--- src/rtl/trdb_packet_arbiter.sv ---
// Registered fixed-priority trace packet arbiter: latches per-channel packet requests,
// serves them lowest-index first as format/subformat descriptors, adds periodic resync.
module trdb_packet_arbiter #(
  parameter int unsigned NREQ     = 8,
  parameter int unsigned RESYNC_W = 16
) (
  input  logic                  clk_i,
  input  logic                  rst_ni,
  input  logic                  valid_i,
  input  logic [NREQ-1:0]       req_i,
  input  logic [2*NREQ-1:0]     req_format_i,
  input  logic [2*NREQ-1:0]     req_subformat_i,
  input  logic [NREQ-1:0]       req_dynfmt_i,
  input  logic                  branch_map_empty_i,
  input  logic [RESYNC_W-1:0]   resync_max_i,
  input  logic                  clr_overflow_i,
  input  logic                  ready_i,
  output logic                  valid_o,
  output logic [1:0]            packet_format_o,
  output logic [1:0]            packet_subformat_o,
  output logic [NREQ:0]         grant_o,
  output logic                  overflow_o,
  output logic [7:0]            drop_cnt_o
);

  typedef enum logic [1:0] {
    F_BRANCH_FULL = 2'd0,
    F_BRANCH_DIFF = 2'd1,
    F_ADDR_ONLY   = 2'd2,
    F_SYNC        = 2'd3
  } trdb_format_t;

  typedef enum logic [1:0] {
    SF_START     = 2'd0,
    SF_EXCEPTION = 2'd1,
    SF_CONTEXT   = 2'd2,
    SF_UNDEF     = 2'd3
  } trdb_subformat_t;

  logic [NREQ:0]         in_vec;
  logic [NREQ:0]         pending_q;
  logic [NREQ:0]         cand;
  logic [NREQ:0]         grant;
  logic [RESYNC_W-1:0]   rcnt_q;
  logic [RESYNC_W-1:0]   rmax_m1;
  logic                  resync_fire;
  logic                  load;
  logic                  coalesce;
  logic                  sync_done;
  logic                  found;
  logic [1:0]            fmt_d;
  logic [1:0]            sf_d;

  assign rmax_m1     = resync_max_i - RESYNC_W'(1);
  assign resync_fire = (resync_max_i != '0) && valid_i && (rcnt_q == rmax_m1);
  assign in_vec      = {resync_fire, req_i & {NREQ{valid_i}}};
  assign cand        = pending_q | in_vec;
  assign load        = !valid_o || ready_i;
  assign sync_done   = valid_o && ready_i && (packet_format_o == F_SYNC);
  // A request already pending and not leaving this cycle is merged and lost.
  assign coalesce    = |(in_vec & pending_q & ~grant);

  always_comb begin
    grant = '0;
    found = 1'b0;
    if (load) begin
      for (int unsigned k = 0; k <= NREQ; k++) begin
        if (cand[k] && !found) begin
          grant[k] = 1'b1;
          found    = 1'b1;
        end
      end
    end
  end

  always_comb begin
    fmt_d = F_ADDR_ONLY;
    sf_d  = SF_UNDEF;
    for (int unsigned k = 0; k < NREQ; k++) begin
      if (grant[k]) begin
        if (req_dynfmt_i[k]) begin
          fmt_d = branch_map_empty_i ? F_ADDR_ONLY : F_BRANCH_FULL;
          sf_d  = SF_UNDEF;
        end else begin
          fmt_d = req_format_i[2*k +: 2];
          sf_d  = req_subformat_i[2*k +: 2];
        end
      end
    end
    if (grant[NREQ]) begin
      fmt_d = F_SYNC;
      sf_d  = SF_START;
    end
  end

  always_ff @(posedge clk_i) begin
    if (!rst_ni) begin
      valid_o            <= 1'b0;
      packet_format_o    <= F_ADDR_ONLY;
      packet_subformat_o <= SF_UNDEF;
      grant_o            <= '0;
      pending_q          <= '0;
      rcnt_q             <= '0;
      overflow_o         <= 1'b0;
      drop_cnt_o         <= '0;
    end else begin
      pending_q <= cand & ~grant;

      if (load) begin
        valid_o <= |cand;
        if (|cand) begin
          grant_o            <= grant;
          packet_format_o    <= fmt_d;
          packet_subformat_o <= sf_d;
        end
      end

      // A completed sync packet restarts the period even if the counter would advance.
      if (sync_done || resync_fire) begin
        rcnt_q <= '0;
      end else if (valid_i) begin
        rcnt_q <= rcnt_q + RESYNC_W'(1);
      end

      if (clr_overflow_i) begin
        overflow_o <= 1'b0;
        drop_cnt_o <= '0;
      end else if (coalesce) begin
        overflow_o <= 1'b1;
        if (drop_cnt_o != 8'hFF) begin
          drop_cnt_o <= drop_cnt_o + 8'd1;
        end
      end
    end
  end

endmodule
--- config.mk ---
export PLATFORM = sky130hd
export DESIGN_NAME = trdb_packet_arbiter
export DESIGN_NICKNAME = d
export VERILOG_FILES = /design/src/rtl/trdb_packet_arbiter.sv
export SDC_FILE = /design/constraint.sdc
export NUM_CORES = 1
export LEC_CHECK = 0
export BUFFER_PORTS_ARGS = -buffer_cell sky130_fd_sc_hd__buf_2
export CELL_PAD_IN_SITES_DETAIL_PLACEMENT = 0
export CELL_PAD_IN_SITES_GLOBAL_PLACEMENT = 1
export CORE_AREA = 2 2 98 100
export CTS_CLUSTER_SIZE = 30
export DETAILED_ROUTE_END_ITERATION = 6
export DIE_AREA = 0 0 100 102
export PLACE_DENSITY_LB_ADDON = 0.1
export SYNTH_ARGS = -nofsm -noshare
export SYNTH_HDL_FRONTEND = slang
export SYNTH_SLANG_ARGS = --single-unit
--- constraint.sdc ---
create_clock -name clk_i -period 3.8 [get_ports clk_i]
set_input_delay 0.76 -clock clk_i [delete_from_list [all_inputs] [get_ports clk_i]]
set_output_delay 0.76 -clock clk_i [all_outputs]
set_load 0.01 [all_outputs]
==> metrics, run 1 <==
outcome completed; largest net degree at the start of global routing 19; end point of the critical path rcnt_q[12]; Avg Inst Size Synth 7.82 sq um; worst vdd ir 0.185 mV; Pre-antenna DRT Iters 4; commonest non-fill, non-tap cell in the layout buf_2; yosys warns 0; Die Footprint 10200 sq um; root buf cell clkbuf_8; reg2reg end rcnt_q[12]; sequential area share after synthesis 28.2%; gpl congestion 0.790; peak per-stage delay on the critical path 0.68 ns; CTS tree built; Post-Syn Area 3410 sq um; Initial Utilization 37.4%; Worst slew margin 67.6%; Power Total 1180 uW; Ports 93; CP Launch Point resync_max_i[3]; Critical Path Stages 9; most frequent cells in the layout buf_2, dfxtp_1, nand2_1; Tcrit/Tclk final 85.6%; reg2reg setup slack 0.97 ns; Post-CTS Setup Inserts 0; Rows 35; Leak 0.00162 uW; antenna diode count 0; clock sinks 48; pwr dens 286 nW/um^2; CP Data Required Time 3.98 ns; crit-path leading delay family simple AND/OR/NAND/NOR gates; unrepaired setup endpoints after global routing false; detailed router's first-iteration violation count 124; chip height 102 um; die width 100 um; Yosys reg bits 48; post-synthesis async set-or-reset flop share 0%; CP arrival 3.43 ns; NumNets Final 601; slowest CP cell or4_1; Final Max Tran Viols 0; Hold WC Path Type register to register; min Tclk post-route 3.25 ns; cts hold-fix bufs 0; Detailed Route WL 10200 um; Worst Reg-to-Reg Cells 8; DR WL/cell 16.0 um; launch point of the worst reg-to-reg path rcnt_q[10]; number of port buffers 92; crit path cell chain buf_2 > or4_1 > nor2_1 > nor4bb_1 > nor3_1 > or4b_1 > buf_4 > o21ai_4 > nor2_1; Longest Clk Path Bufs 2; fillcell total 972; proportion of layout cells with a drive suffix above 1 23.4%; Resize count post-CTS 0; clock latency on the worst-skew pair 0.30 ns; vias 3608; Tot GR Track Use 19.8%; fmax 0.307 GHz; synth unique cells 70; antenna-violating nets left 0; worst setup margin 0.545 ns; clock slew at reported path FFs 0.10 ns; ys flop type dfxtp_1; crit-path most repeated cell nor2_1; slew of the pin with the lowest slew margin 0.474 ns; Critical Path Start Type input port; vias in the first global route 3327; P&R area growth vs syn 20.6%; FF+latch area 961 sq um; CTS H-tree lvls 2; Critical Path Sink Type register; global-route wire length before repair 16400 um; cts bufs inserted 5; Max Cap Viol 0; Synthesized Nets 509; grt total ovfl 0; number of enable flip-flop cells after synthesis 0; initial antenna violation count 0; Final Hold Fails 0; kind of critical path input port to register; Core Region 9110 sq um; DRC viols 0; Clock Skew 0.00784 ns; setup slack after placement 0.229 ns; dpl hpwl 8020 um; Buf/Inv on CP 2; Final setup violation count 0; footprint of the multi-input gates 2310 sq um; Vias per Instance 5.64; total negative setup slack 0 ns; crit-path max FO 16; Synth Instances 436
[metal layers]
metal	routed length (um)	global-route usage (%)	vias to the layer above
met5	0	0	-
met4	165	4.64	0
met3	459	3.15	12
met2	4850	35.0	92
met1	4770	25.6	1680
li1	-	-	1824
[stage by stage]
| step | instance area (sq um) | hold WS (ns) | std cells | utilization, % |
|---|---|---|---|---|
| after CTS | 4110 | 0.493 | 640 | 45.2 |
| after global placement | 4010 | 0.463 | 632 | 44.0 |
| after global routing | 4110 | 0.497 | 640 | 45.2 |
| after floorplan | 3410 | 0.500 | 436 | - |
| final | 4110 | 0.487 | 640 | 45.2 |
| after detailed placement | 4010 | 0.468 | 632 | 44.0 |
[how the worst min path moves through the flow]
stage | start | end | slack, ns | depth (start not counted)
3_3_place_gp | overflow_o | overflow_o | 0.46 | 1
3_5_place_dp | overflow_o | overflow_o | 0.47 | 1
5_1_grt | overflow_o | overflow_o | 0.50 | 1
6_report | overflow_o | overflow_o | 0.49 | 1
4_1_cts | overflow_o | overflow_o | 0.49 | 1
2_1_floorplan | rcnt_q[15] | rcnt_q[15] | 0.50 | 2
[Yosys cell counts, types with 3 or more instances]
master	instances	area [sq um]
a211oi_1	6	45.0
a21o_1	6	45.0
a21oi_1	28	140
a22oi_1	3	22.5
a31oi_1	7	43.8
and2_1	3	18.8
and3_1	10	62.6
buf_2	3	15.0
clkbuf_1	12	45.0
dfxtp_1	48	961
ha_1	3	37.5
inv_1	14	52.6
mux2i_1	11	110
nand2_1	39	146
nand2b_1	6	37.5
nand3_1	19	95.1
nand3b_1	3	22.5
nand4_1	12	75.1
nor2_1	37	139
nor2b_1	4	25.0
nor3_1	19	95.1
nor3b_1	12	90.1
nor4_1	4	25.0
nor4b_1	3	26.3
o211ai_1	4	30.0
o21ai_0	15	75.1
o221ai_1	3	26.3
o311ai_0	3	26.3
or2_2	5	31.3
or3_1	6	37.5
or4_1	6	45.0
xnor2_1	18	158
xor2_1	13	114
[kinds of logic after synthesis]
logic type | Yosys count | share of synthesized area, %
AND/OR/NAND/NOR | 199 | 32.1
AO/OA/AOI/OAI | 111 | 23.2
flip-flops | 48 | 28.2
buffers and inverters | 33 | 4.18
XOR/XNOR | 31 | 7.96
multiplexers | 11 | 3.23
adder cells (fa/ha/maj) | 3 | 1.10
[report_power, final]
part | internal [uW] | leakage, uW | switching [uW]
sequential | 521 | 0.000390 | 21.0
combinational | 109 | 0.00117 | 148
clock | 196 | 0.0000552 | 180
[final cells by class]
class                           instances  area share, %
Inverter                               15           1.37
Timing Repair Buffer                  103           13.2
Clock inverter                          2          0.852
Clock buffer                            6           1.76
Multi-Input combinational cell        355           56.1
Sequential cell                        48           23.4
Tap cell                              111           3.38
[flip-flops by register name (all words and copies together) (netlist names)]
signal and flops:
rcnt_q 16, grant_o 9, pending_q 9, drop_cnt_o 8, packet_format_o 2, packet_subformat_o 2, overflow_o 1, valid_o 1
(Power assumes the default switching activity.)
==> run 2: changes to the inputs <==
--- a/config.mk
+++ b/config.mk
@@ -15,2 +15,3 @@
 export PLACE_DENSITY_LB_ADDON = 0.1
+export SLEW_MARGIN = 20
 export SYNTH_ARGS = -nofsm -noshare
==> constraint.sdc (replaced) <==
create_clock -name clk_i -period 3.8 [get_ports clk_i]
set_input_delay 0.57 -clock clk_i [delete_from_list [all_inputs] [get_ports clk_i]]
set_output_delay 0.57 -clock clk_i [all_outputs]
set_load 0.01 [all_outputs]
==> metrics, run 2 (synthesis results as in run 1) <==
fmax 0.325 GHz (+5.9%); clock sinks 48 (unchanged); most frequent cells in the layout buf_2, dfxtp_1, nand2_1; worst setup margin 0.725 ns (+0.180 ns); reg2reg setup slack 0.95 ns (-0.02 ns); antenna diode count 0 (unchanged); gpl congestion 0.778 (-1.6%); max FFs per register 16 (unchanged); global-route wire length before repair 16800 um (+2.5%); commonest non-fill, non-tap cell in the layout buf_2; Hold WC Path Type register to register; Hold Path Depth 1 (unchanged); Tcrit/Tclk final 80.9% (-4.7 points); die width 100 um (unchanged); Final Max Tran Viols 0 (unchanged); setup slack after placement 0.432 ns (+0.203 ns); CP arrival 3.25 ns (-0.18 ns); Resize count post-CTS 0 (unchanged); grt total ovfl 0 (unchanged); Post-Layout Inst Area 4080 sq um (-0.91%); pwr dens 276 nW/um^2 (-3.3%); antenna-violating nets left 0 (unchanged); Critical Path Sink Type register; kind of critical path input port to register; Largest Register rcnt_q; Final setup violation count 0 (unchanged); clock latency on the worst-skew pair 0.30 ns (about the same); initial antenna violation count 0 (unchanged); number of port buffers 92 (unchanged); total negative setup slack 0 ns (unchanged); dpl hpwl 8050 um (+0.42%); Final Hold Fails 0 (unchanged); Max Cap Viol 0 (unchanged); Ports 93 (unchanged); DRC viols 0 (unchanged); vias 3615 (+0.19%); area post-placement 3980 sq um (-0.56%); min Tclk post-route 3.07 ns (-0.180 ns); CTS tree built; CP Data Required Time 3.98 ns (about the same); vias in the first global route 3457 (+3.9%); Clock Skew 0.0102 ns (+0.00241 ns); cts bufs inserted 5 (unchanged); P&R area growth vs syn 19.5%; top flop regs rcnt_q (16), grant_o (9), pending_q (9); chip height 102 um (unchanged); Worst slew margin 48.8% (-19 points); outcome completed; Vias per Instance 5.68 (+0.67%); proportion of layout cells with a drive suffix above 1 23.2% (-0.25 points); fillcell total 971 (-0.10%); unrepaired setup endpoints after global routing false; largest net degree at the start of global routing 20 (+1); Core Region 9110 sq um (unchanged); Rows 35 (unchanged); Longest Clk Path Bufs 2 (unchanged); Leak 0.00160 uW (-1.2%); crit-path max FO 16 (unchanged); CTS H-tree lvls 2 (unchanged); DR WL/cell 16.4 um (+2.1%); Initial Utilization 37.4% (unchanged); worst vdd ir 0.168 mV (-9.4%); detailed router's first-iteration violation count 105 (-15%); Post-CTS Setup Inserts 0 (unchanged); Detailed Route WL 10400 um (+1.7%); clock slew at reported path FFs 0.10 ns (about the same); root buf cell clkbuf_8; Critical Path Start Type input port; Die Footprint 10200 sq um (unchanged); Pre-antenna DRT Iters 4 (unchanged); cts hold-fix bufs 0 (unchanged); Worst Reg-to-Reg Cells 8 (unchanged); NumNets Final 598 (-0.50%); slew of the pin with the lowest slew margin 0.765 ns (+0.291 ns); Tot GR Track Use 20.5% (+0.64 points)
-- run 2: layout make-up --
cell class / count / area [sq um] / share of cell area (%)
inverter: 15 / 56.3 / 1.38
timing repair buffer: 100 / 520 / 12.8
clock buffer: 6 / 82.6 / 2.03
clock inverter: 2 / 10.0 / 0.246
tap: 111 / 139 / 3.41
sequential: 48 / 961 / 23.6
multi-input combinational: 355 / 2310 / 56.6
-- run 2: layer usage --
layer	vias up	global-route usage [%]	share of wire [%]
li1	1813	-	-
met1	1691	25.6	45
met2	101	36.5	48
met3	10	3.90	5.2
met4	0	5.06	1.4
met5	-	0	0
-- run 2: through the flow --
| stage | std cells | utilization (%) | hold WS [ns] | total power (uW) |
|---|---|---|---|---|
| floorplan | 436 | - | 0.500 | 697 |
| global placement | 629 | 43.7 | 0.464 | 804 |
| detailed placement | 629 | 43.7 | 0.469 | 806 |
| CTS | 637 | 44.7 | 0.494 | 1130 |
| global route | 637 | 44.7 | 0.504 | 1180 |
| finish | 637 | 44.7 | 0.486 | 1130 |
-- run 2: critical path, stage by stage --
cell and delay (ns):
buf_2 0.14, or4_1 0.69, nor2_1 0.17, nor4bb_1 0.30, nor3_1 0.12, or4b_1 0.54, buf_4 0.22, o21ai_4 0.39
nor2_1 0.10
-- run 2: path summary, 6_finish.rpt --
check | startpoint | to
setup reg to reg | rcnt_q[10] | rcnt_q[5]
hold / removal | overflow_o | overflow_o
hold reg to reg | overflow_o | overflow_o
setup / recovery | resync_max_i[3] | rcnt_q[5]
-- run 2: report_power, final --
| group | leakage, uW | switching [uW] | internal, uW | total [uW] |
|---|---|---|---|---|
| sequential | 0.000390 | 20.7 | 521 | 542 |
| combinational | 0.00115 | 147 | 106 | 253 |
| clock | 0.0000510 | 185 | 146 | 331 |
==> run 3: changes to the inputs <==
Settings changed: CORE_AREA 2 2 98 100 to 2 2 102 104, DIE_AREA 0 0 100 102 to 0 0 104 106.
Clock period 3.8 ns to 2.8 ns, I/O delays scaled along.
==> metrics, run 3 (synthesis results as in run 1) <==
outcome completed; Die Footprint 11000 sq um (+8.1%); peak per-stage delay on the critical path 0.61 ns (-0.08 ns); FF+latch area 962 sq um (+0.13%); global-route wire length before repair 17300 um (+3.2%); hold endpoint valid_o; crit path cell chain buf_2 > or4_4 > nor2_1 > nor4bb_1 > nor3_1 > or4b_1 > buf_12 > o21ai_4 > buf_12 > nor2_1; Clock Skew 0.0125 ns (+0.00226 ns); antenna diode count 0 (unchanged); hold_sp rst_ni; slew of the pin with the lowest slew margin 0.500 ns (-0.265 ns); Worst Reg-to-Reg Cells 9 (+1); Post-CTS Setup Inserts 0 (unchanged); Buf/Inv on CP 3 (+1); Leak 0.00177 uW (+11%); Final Max Tran Viols 0 (unchanged); total negative setup slack 0 ns (unchanged); clock sinks 48 (unchanged); Initial Utilization 34.1% (-3.3 points); Tcrit/Tclk final 94.2%; antenna-violating nets left 0 (unchanged); worst vdd ir 0.172 mV (+2.6%); pwr dens 357 nW/um^2 (+29%); chip height 106 um (+3.9%); fmax 0.379 GHz; NumNets Final 633 (+5.9%); crit-path leading delay family simple AND/OR/NAND/NOR gates; Detailed Route WL 10400 um (+0.27%); CP arrival 2.85 ns (-0.40 ns); slowest CP cell or4b_1; DR WL/cell 15.0 um (-8.4%); dpl hpwl 8450 um (+4.9%); CP Data Required Time 3.01 ns (-0.97 ns); Longest Clk Path Bufs 2 (unchanged); top flop regs rcnt_q (16), grant_o (9), pending_q (9); cts bufs inserted 5 (unchanged); crit-path max FO 16 (unchanged); Max Cap Viol 0 (unchanged); die width 104 um (+4.0%); fillcell total 1084 (+12%); kind of critical path input port to register; CTS H-tree lvls 2 (unchanged); Final Hold Fails 0 (unchanged); launch point of the worst reg-to-reg path rcnt_q[10]; unrepaired setup endpoints after global routing false; worst setup margin 0.163 ns (-0.563 ns); detailed router's first-iteration violation count 130 (+24%); initial antenna violation count 0 (unchanged); footprint of the multi-input gates 2310 sq um (+0.22%); clock latency on the worst-skew pair 0.32 ns (+0.02 ns); CTS tree built; Critical Path Start Type input port; number of port buffers 92 (unchanged); clock slew at reported path FFs 0.11 ns (about the same); max FFs per register 16 (unchanged); reg2reg end rcnt_q[7]; commonest non-fill, non-tap cell in the layout buf_2; gpl congestion 0.863 (+11%); min Tclk post-route 2.64 ns; Critical Path Sink Type register; most frequent cells in the layout buf_2, dfxtp_1, buf_4; vias in the first global route 3616 (+4.6%); reg2reg setup slack 0.17 ns (-0.78 ns); setup slack after placement -0.257 ns (-0.689 ns); vias 3714 (+2.7%); Ports 93 (unchanged); Largest Register rcnt_q; Pre-antenna DRT Iters 4 (unchanged); grt total ovfl 0 (unchanged); P&R area growth vs syn 29.1%; Final setup violation count 0 (unchanged); Core Region 10000 sq um (+9.8%); largest net degree at the start of global routing 18 (-10%); proportion of layout cells with a drive suffix above 1 28.3% (+5.1 points); Worst slew margin 66.4% (+18 points); Rows 37 (+5.7%); Vias per Instance 5.33 (-6.1%); Hold WC Path Type input port to register; Tot GR Track Use 19.3% (-1.2 points); cts hold-fix bufs 0 (unchanged); root buf cell clkbuf_8; DRC viols 0 (unchanged); Hold Path Depth 2 (+1); CP Launch Point resync_max_i[3]
-- run 3: cell count changes in the layout (fill, tap and decap cells not counted), sizes merged --
cell / change
inv: +2
clkinv: -2
clkinvlp: +1
buf: +35
clkbuf: -1
-- run 3: worst max path at each step --
stage,to,cells after the start
3_5_place_dp,drop_cnt_o[1],9
6_report,rcnt_q[7],10
5_1_grt,rcnt_q[0],10
3_3_place_gp,drop_cnt_o[1],9
2_1_floorplan,rcnt_q[13],10
4_1_cts,drop_cnt_o[1],9
-- run 3: report_power, final --
part / internal [uW] / switching [uW]
Combinational: 177 / 205
Sequential: 708 / 28.1
Clock: 183 / 270
-- run 3: per-layer routing --
layer,vias up,GRT usage (%),share of wire (%)
met5,-,0,0
met4,0,6.85,2.1
met3,18,3.43,4.9
met2,113,33.8,47
met1,1696,23.8,46
li1,1887,-,-
-- run 3: stage by stage --
step	total power (uW)	hold slack (ns)	cell area (sq um)	cells	utilization [%]
2_1_floorplan	946	0.500	3410	436	-
3_3_place_gp	1130	0.465	4300	689	43.0
3_5_place_dp	1130	0.464	4300	689	43.0
4_1_cts	1590	0.424	4400	697	44.0
5_1_grt	1660	0.426	4400	697	44.0
6_report	1570	0.428	4400	697	44.0
-- run 3: final cells by class --
type                    instances  share of cell area, %
flip-flops and latches         48                   21.9
clock buffers                   5                   1.56
multi-input cells             355                   52.5
repair buffers                135                   18.4
clock inverters                 3                  0.569
well taps                     136                   3.87
inverters                      15                   1.28
-- run 3: worst reg2reg max path, stage by stage, from the launching register on --
cell       delay [ns]
dfxtp_2          0.35
xnor2_1          0.13
or4_1            0.40
a2111oi_1        0.39
nor2_1           0.13
or4b_1           0.56
buf_12           0.19
o21ai_4          0.17
buf_12           0.16
nor2_1           0.06
-- run 3: what timing repair did --
action                                  4_1_cts  5_1_grt
resized for setup                             0        3
endpoints found under the hold margin         0        0
endpoints found under the setup margin        0       30
